`src/rtl/uart_tx_arbiter_pkg.sv`:
```
// uart_tx_arb_pkg
//   Shared definitions for the CoreUART transmit arbiter:
//   - state_e  : arbiter FSM encoding (IDLE, LOAD, WAIT_ACK, WAIT_RDY)
//   - BYTE_W   : width of one transmitted byte
//   - CNT_W    : width of the accepted-byte counter
//   - clog2()  : constant function used to sanity-check ID_W against NUM_REQ
package uart_tx_arb_pkg;

  localparam int BYTE_W = 8;
  localparam int CNT_W  = 16;

  typedef enum logic [1:0] {
    IDLE     = 2'd0,
    LOAD     = 2'd1,
    WAIT_ACK = 2'd2,
    WAIT_RDY = 2'd3
  } state_e;

  function automatic int clog2(input int value);
    int r;
    r = 0;
    for (int v = value - 1; v > 0; v = v >> 1) begin
      r++;
    end
    return r;
  endfunction

endpackage

```
`src/rtl/uart_tx_arbiter_rr_pick.sv`:
```
// uart_rr_pick
//   Purely combinational round-robin priority pick.
//   Ports:
//     eligible  in  NUM_REQ  requesters allowed to win this decision
//     ptr       in  ID_W     index with highest priority this decision
//     winner    out ID_W     first eligible index at or above ptr, with wrap
//     any_valid out 1        at least one requester is eligible
module uart_rr_pick #(
  parameter int NUM_REQ = 4,
  parameter int ID_W    = 2
) (
  input  logic [NUM_REQ-1:0] eligible,
  input  logic [ID_W-1:0]    ptr,
  output logic [ID_W-1:0]    winner,
  output logic               any_valid
);

  // Walk the candidates from lowest to highest priority so that the
  // highest-priority eligible index is the last one written.
  always_comb begin
    logic [ID_W-1:0] idx;
    winner = '0;
    idx    = '0;
    for (int i = NUM_REQ - 1; i >= 0; i--) begin
      idx = ID_W'((int'(ptr) + i) % NUM_REQ);
      if (eligible[idx]) begin
        winner = idx;
      end
    end
  end

  assign any_valid = |eligible;

endmodule

```
`src/rtl/uart_tx_arbiter.sv`:
```
// uart_tx_arbiter
//   Shares one CoreUART transmitter between NUM_REQ byte sources. A
//   round-robin winner's byte is loaded into the transmitter holding
//   register, tx_load pulses, and the FSM then follows txrdy (falling as
//   the byte is taken, rising when the transmitter can accept another).
//   A byte sent with req_last=0 locks the grant to that requester until
//   it sends a byte with req_last=1.
//   Ports:
//     clk, reset              clock, synchronous active-high reset
//     arb_en                  1 = new grants allowed
//     req_mask                1 = requester excluded from arbitration
//     req_valid/data/last     per-requester byte, data at [8i+7:8i]
//     req_ready               one-cycle accept pulse per requester
//     txrdy                   transmitter ready for a new byte
//     tx_hold_reg, tx_load    byte and load pulse to the transmitter
//     grant_id, busy, lock    arbitration status
//     err_timeout             sticky: txrdy never fell after tx_load
//     byte_cnt                bytes accepted, wrapping
module uart_tx_arbiter
  import uart_tx_arb_pkg::*;
#(
  parameter int NUM_REQ     = 4,
  parameter int ACK_TIMEOUT = 255,
  parameter int ID_W        = 2
) (
  input  logic                      clk,
  input  logic                      reset,
  input  logic                      arb_en,
  input  logic [NUM_REQ-1:0]        req_mask,
  input  logic [NUM_REQ-1:0]        req_valid,
  input  logic [BYTE_W*NUM_REQ-1:0] req_data,
  input  logic [NUM_REQ-1:0]        req_last,
  output logic [NUM_REQ-1:0]        req_ready,
  input  logic                      txrdy,
  output logic [BYTE_W-1:0]         tx_hold_reg,
  output logic                      tx_load,
  output logic [ID_W-1:0]           grant_id,
  output logic                      busy,
  output logic                      lock,
  output logic                      err_timeout,
  output logic [CNT_W-1:0]          byte_cnt
);

  if (ID_W != clog2(NUM_REQ) || NUM_REQ < 2 || NUM_REQ > 8) begin : g_bad_param
    $error("uart_tx_arbiter: ID_W must equal clog2(NUM_REQ), NUM_REQ in 2..8");
  end

  localparam logic [15:0] TMO_LAST = 16'(ACK_TIMEOUT - 1);

  logic [BYTE_W-1:0] req_bytes [NUM_REQ];

  for (genvar gi = 0; gi < NUM_REQ; gi++) begin : g_unpack
    assign req_bytes[gi] = req_data[BYTE_W*gi +: BYTE_W];
  end

  state_e              state_q, state_d;
  logic [ID_W-1:0]     ptr_q, ptr_d;
  logic [15:0]         tmo_q, tmo_d;
  logic [NUM_REQ-1:0]  ready_q, ready_d;
  logic [BYTE_W-1:0]   hold_q, hold_d;
  logic                load_q, load_d;
  logic [ID_W-1:0]     grant_id_q, grant_id_d;
  logic                busy_q, busy_d;
  logic                lock_q, lock_d;
  logic                err_q, err_d;
  logic [CNT_W-1:0]    cnt_q, cnt_d;

  logic [NUM_REQ-1:0]  eligible;
  logic                lock_drop;
  logic [ID_W-1:0]     winner;
  logic                any_valid;

  // A masked lock owner loses the lock immediately, so the same IDLE
  // decision already arbitrates over the full unmasked set.
  always_comb begin
    lock_drop = lock_q && req_mask[grant_id_q];
    eligible  = req_valid & ~req_mask;
    if (lock_q && !lock_drop) begin
      eligible = eligible & (NUM_REQ'(1) << grant_id_q);
    end
  end

  uart_rr_pick #(
    .NUM_REQ (NUM_REQ),
    .ID_W    (ID_W)
  ) u_pick (
    .eligible  (eligible),
    .ptr       (ptr_q),
    .winner    (winner),
    .any_valid (any_valid)
  );

  always_comb begin
    state_d    = state_q;
    ptr_d      = ptr_q;
    tmo_d      = tmo_q;
    ready_d    = '0;
    hold_d     = hold_q;
    load_d     = 1'b0;
    grant_id_d = grant_id_q;
    lock_d     = lock_q;
    err_d      = err_q;
    cnt_d      = cnt_q;

    unique case (state_q)
      IDLE: begin
        if (lock_drop) begin
          lock_d = 1'b0;
        end
        if (arb_en && txrdy && any_valid) begin
          state_d         = LOAD;
          hold_d          = req_bytes[winner];
          ready_d[winner] = 1'b1;
          grant_id_d      = winner;
          cnt_d           = cnt_q + CNT_W'(1);
          lock_d          = ~req_last[winner];
          // Mid-message bytes keep the pointer so the message owner does
          // not lose its round-robin position once the message ends.
          if (req_last[winner]) begin
            ptr_d = (winner == ID_W'(NUM_REQ - 1)) ? '0 : winner + 1'b1;
          end
        end
      end
      LOAD: begin
        // tx_load is registered, so the pulse lands one cycle after the
        // holding register has settled.
        load_d  = 1'b1;
        tmo_d   = '0;
        state_d = WAIT_ACK;
      end
      WAIT_ACK: begin
        if (!txrdy) begin
          state_d = WAIT_RDY;
        end else begin
          tmo_d = tmo_q + 16'd1;
          if (tmo_q == TMO_LAST) begin
            err_d   = 1'b1;
            lock_d  = 1'b0;
            state_d = IDLE;
          end
        end
      end
      WAIT_RDY: begin
        // No timeout here: the byte time depends on the baud rate.
        if (txrdy) begin
          state_d = IDLE;
        end
      end
      default: state_d = IDLE;
    endcase

    busy_d = (state_d != IDLE);
  end

  always_ff @(posedge clk) begin
    if (reset) begin
      state_q    <= IDLE;
      ptr_q      <= '0;
      tmo_q      <= '0;
      ready_q    <= '0;
      hold_q     <= '0;
      load_q     <= 1'b0;
      grant_id_q <= '0;
      busy_q     <= 1'b0;
      lock_q     <= 1'b0;
      err_q      <= 1'b0;
      cnt_q      <= '0;
    end else begin
      state_q    <= state_d;
      ptr_q      <= ptr_d;
      tmo_q      <= tmo_d;
      ready_q    <= ready_d;
      hold_q     <= hold_d;
      load_q     <= load_d;
      grant_id_q <= grant_id_d;
      busy_q     <= busy_d;
      lock_q     <= lock_d;
      err_q      <= err_d;
      cnt_q      <= cnt_d;
    end
  end

  assign req_ready   = ready_q;
  assign tx_hold_reg = hold_q;
  assign tx_load     = load_q;
  assign grant_id    = grant_id_q;
  assign busy        = busy_q;
  assign lock        = lock_q;
  assign err_timeout = err_q;
  assign byte_cnt    = cnt_q;

endmodule

```
`config.mk`:
```
export PLATFORM = sky130hd
export DESIGN_NAME = uart_tx_arbiter
export DESIGN_NICKNAME = d
export VERILOG_FILES = /design/src/rtl/uart_tx_arbiter_pkg.sv /design/src/rtl/uart_tx_arbiter_rr_pick.sv /design/src/rtl/uart_tx_arbiter.sv
export SDC_FILE = /design/constraint.sdc
export NUM_CORES = 1
export LEC_CHECK = 0
export CAP_MARGIN = 20
export CORE_UTILIZATION = 48
export CTS_CLUSTER_SIZE = 28
export DETAILED_ROUTE_END_ITERATION = 10
export PLACE_DENSITY = 0.8
export SYNTH_ARGS = -nofsm -noshare
export SYNTH_HDL_FRONTEND = slang
export SYNTH_SLANG_ARGS = --single-unit
```
`constraint.sdc`:
```
create_clock -name clk -period 3 [get_ports clk]
set_input_delay 0.45 -clock clk [delete_from_list [all_inputs] [get_ports clk]]
set_output_delay 0.45 -clock clk [all_outputs]
set_load 0.05 [all_outputs]
```
==> results.tsv <==
metric	value	unit
die_width	81.2	um
io_buffers	81	
arrival	2790	ps
io-pin-count	82	
htree_levels	2	
cts_setup_buffers	0	
root_buffer	clkbuf_8	
worst-path-stages	9	
final_hold_viol_count	0	
status	finished, final reports clean	
wirelength	7.15	mm
critPathCaptureType	flop	
vias	2877	
critical_path_class	primary input to flop	
start_kind	primary input	
layout-drive-gt1-share	7.19	%
synthesis.nets	410	
synth_fa_ha_area_share	2.91	%
finClkSkew	7.66	ps
rsz0062_at_grt	false	
syn_inst	355	
hold_class	flop to flop	
clkTransAtPathRegs	100	ps
antenna_left	0	
critPathRequiredTime	3180	ps
syn_to_final_growth	32.2	%
ir_drop	269	uV
place.gp.congestion	0.798	
dieArea	0.00659	sq mm
crit_family	compound AO/OA/AOI/OAI gates	
seq_area_frac_synth	35.9	%
clock-sinks	54	
crit_path_max_incr_delay	470	ps
cts_buffers	5	
hold_slack	471	ps
syn_area	0.00301	sq mm
grt_usage	22.6	%
grt_pass1_vias	2627	
startpoint	req_mask[2]	
power.leakage	1.41	nW
crit_fanout	20	
wire_per_inst	14.1	um
crit_end	ptr_q[0]	
cts_hold_buf	0	
synth_top_flop_cell	dfxtp_1	
synth_top_family_by_area	simple AND/OR/NAND/NOR gates	
setup_tns	0	ps
cap_violations	0	
ys_warn_count	0	
path_cells	clkdlybuf4s50_1 > mux2i_1 > nand3b_1 > a32o_1 > a311o_4 > clkinv_8 > mux2i_1 > a2bb2oi_1 > a21oi_1	
grt-ovfl-total	0	
worstReg2RegStart	grant_id[1]	
r2r-end	ptr_q[0]	
initial_core_util	50.2	%
synth_edf_count	0	
rr_worst_depth	8	
synthSimpleGateAreaFrac	28.2	%
syn_area_per_cell	8.47	sq um
post_cts_resized	0	
final_cells	506	
slew_headroom	63.7	%
die_y	81.2	um
tritoncts	done	
grt_start_max_net_pins	52	
synth_cell_types	59	
row_count	28	
synthMuxAreaShare	4.74	%
finalMaxSlewViolations	0	
dpl.cell_count	498	
tightest_slew	536	ps
clockBufferDepth	2	
clk_latency	300	ps
fin_crit_sh	86.8	%
cp_common_cell	mux2i_1	
setup_slack	395	ps
ys_seq_elements	54	
nFillCells	512	
dr.pass1.iters	7	
post-route-min-period	2610	ps
pre_cts_slack	68.1	ps
drc	0	
core_area	0.00599	sq mm
synth_compound_area_share	18.3	%
postSynth.asyncResetShare	0	%
nNetsFinal	485	
antenna_found_initial	0	
viasPerCell	5.69	
crit_slowest_cell	clkdlybuf4s50_1	
r2r_slack	420	ps
place.detailed.hpwl	5.19	mm
num_antenna_cells	0	
max_freq	0.384	GHz
finalSetupViolCount	0	
power_density	372	mW/mm^2
synth_xor_area_share	5.24	%
grt_pass1_wl	11.6	mm
critPathBufInv	2	
drtIter0Drc	118	
holdPathStages	2	
synth_stat cells, drive strengths merged, types with 6 or more instances:
master	n	share of area [%]
nor2	38	4.7
mux2i	12	4.0
clkbuf	11	1.4
nand2	34	4.2
ha	7	2.9
buf	8	1.9
nor3	6	1.0
and2	7	1.5
nand3	9	1.5
dfxtp	54	36
nand4	8	1.7
and3	8	1.7
inv	6	0.75
a221o	8	2.7
xor2	15	4.4
o21ai	14	2.3
nand2b	17	3.5
a21oi	29	4.8
stage by stage:
step	area, sq um	utilization (%)	power, mW
floorplan	3010	-	0.955
global placement	3880	64.8	1.08
detailed placement	3880	64.8	1.08
CTS	3980	66.4	1.49
global route	3980	66.4	1.55
finish	3980	66.4	1.48
logic make-up (layout without fill, tap and decap cells):
group / after synthesis / in the layout
adder cells (fa/ha/maj): 7 / 7
AND/OR/NAND/NOR: 157 / 157
multiplexers: 14 / 14
buffers and inverters: 26 / 102
AO/OA/AOI/OAI: 79 / 79
flip-flops: 54 / 54
XOR/XNOR: 18 / 18
worst register-to-register path: stages (launching register included):
cell and delay [ps]:
dfxtp_1 520, mux2i_1 460, a2111oi_2 150, a21o_1 200, a311o_4 420, clkinv_8 120
mux2i_1 320, a2bb2oi_1 200, a21oi_1 80
cell usage in the layout (no fill, tap or decap), drive strengths merged, types with 4 or more instances in the layout:
cell type       n
o21ai          14
and2            7
nand2          34
nand4           8
nor4            4
buf             6
or3             5
a21oi          29
inv             6
clkbuf          6
nor2           38
ha              7
dfxtp          54
nor3            6
nand2b         17
and3            8
mux2i          12
clkdlybuf4s50  81
xor2           15
a211oi          4
nand3b          4
a221o           8
nand3           9
how the worst min path moves through the flow:
stage / from / endpoint / slack (ps)
3_5_place_dp: tx_hold_reg[4] / tx_hold_reg[4] / 460
4_1_cts: tx_hold_reg[4] / tx_hold_reg[4] / 470
5_1_grt: tx_hold_reg[2] / tx_hold_reg[2] / 500
3_3_place_gp: tx_hold_reg[6] / tx_hold_reg[6] / 450
2_1_floorplan: tmo_q[13] / tmo_q[13] / 470
6_report: tx_hold_reg[4] / tx_hold_reg[4] / 470
final cells by class:
type / count / area, sq um / area share [%]
Tap cell: 75 / 93.8 / 2.36
Inverter: 7 / 38.8 / 0.976
Clock buffer: 6 / 82.6 / 2.08
Clock inverter: 2 / 12.5 / 0.315
Multi-Input combinational cell: 275 / 1800 / 45.2
Sequential cell: 54 / 1080 / 27.2
Timing Repair Buffer: 87 / 868 / 21.8
layer usage:
metal | part of all wire [%] | global-route usage [%]
met1 | 44 | 26.8
met3 | 4.6 | 3.60
met2 | 50 | 40.7
met4 | 1.2 | 8.04
met5 | 0 | 0
where the power goes:
group	total (mW)	internal, mW	switching [mW]
clock network	0.414	0.186	0.228
logic	0.312	0.145	0.167
registers	0.752	0.733	0.0191
Note: power is estimated with default switching activity, not from simulation.
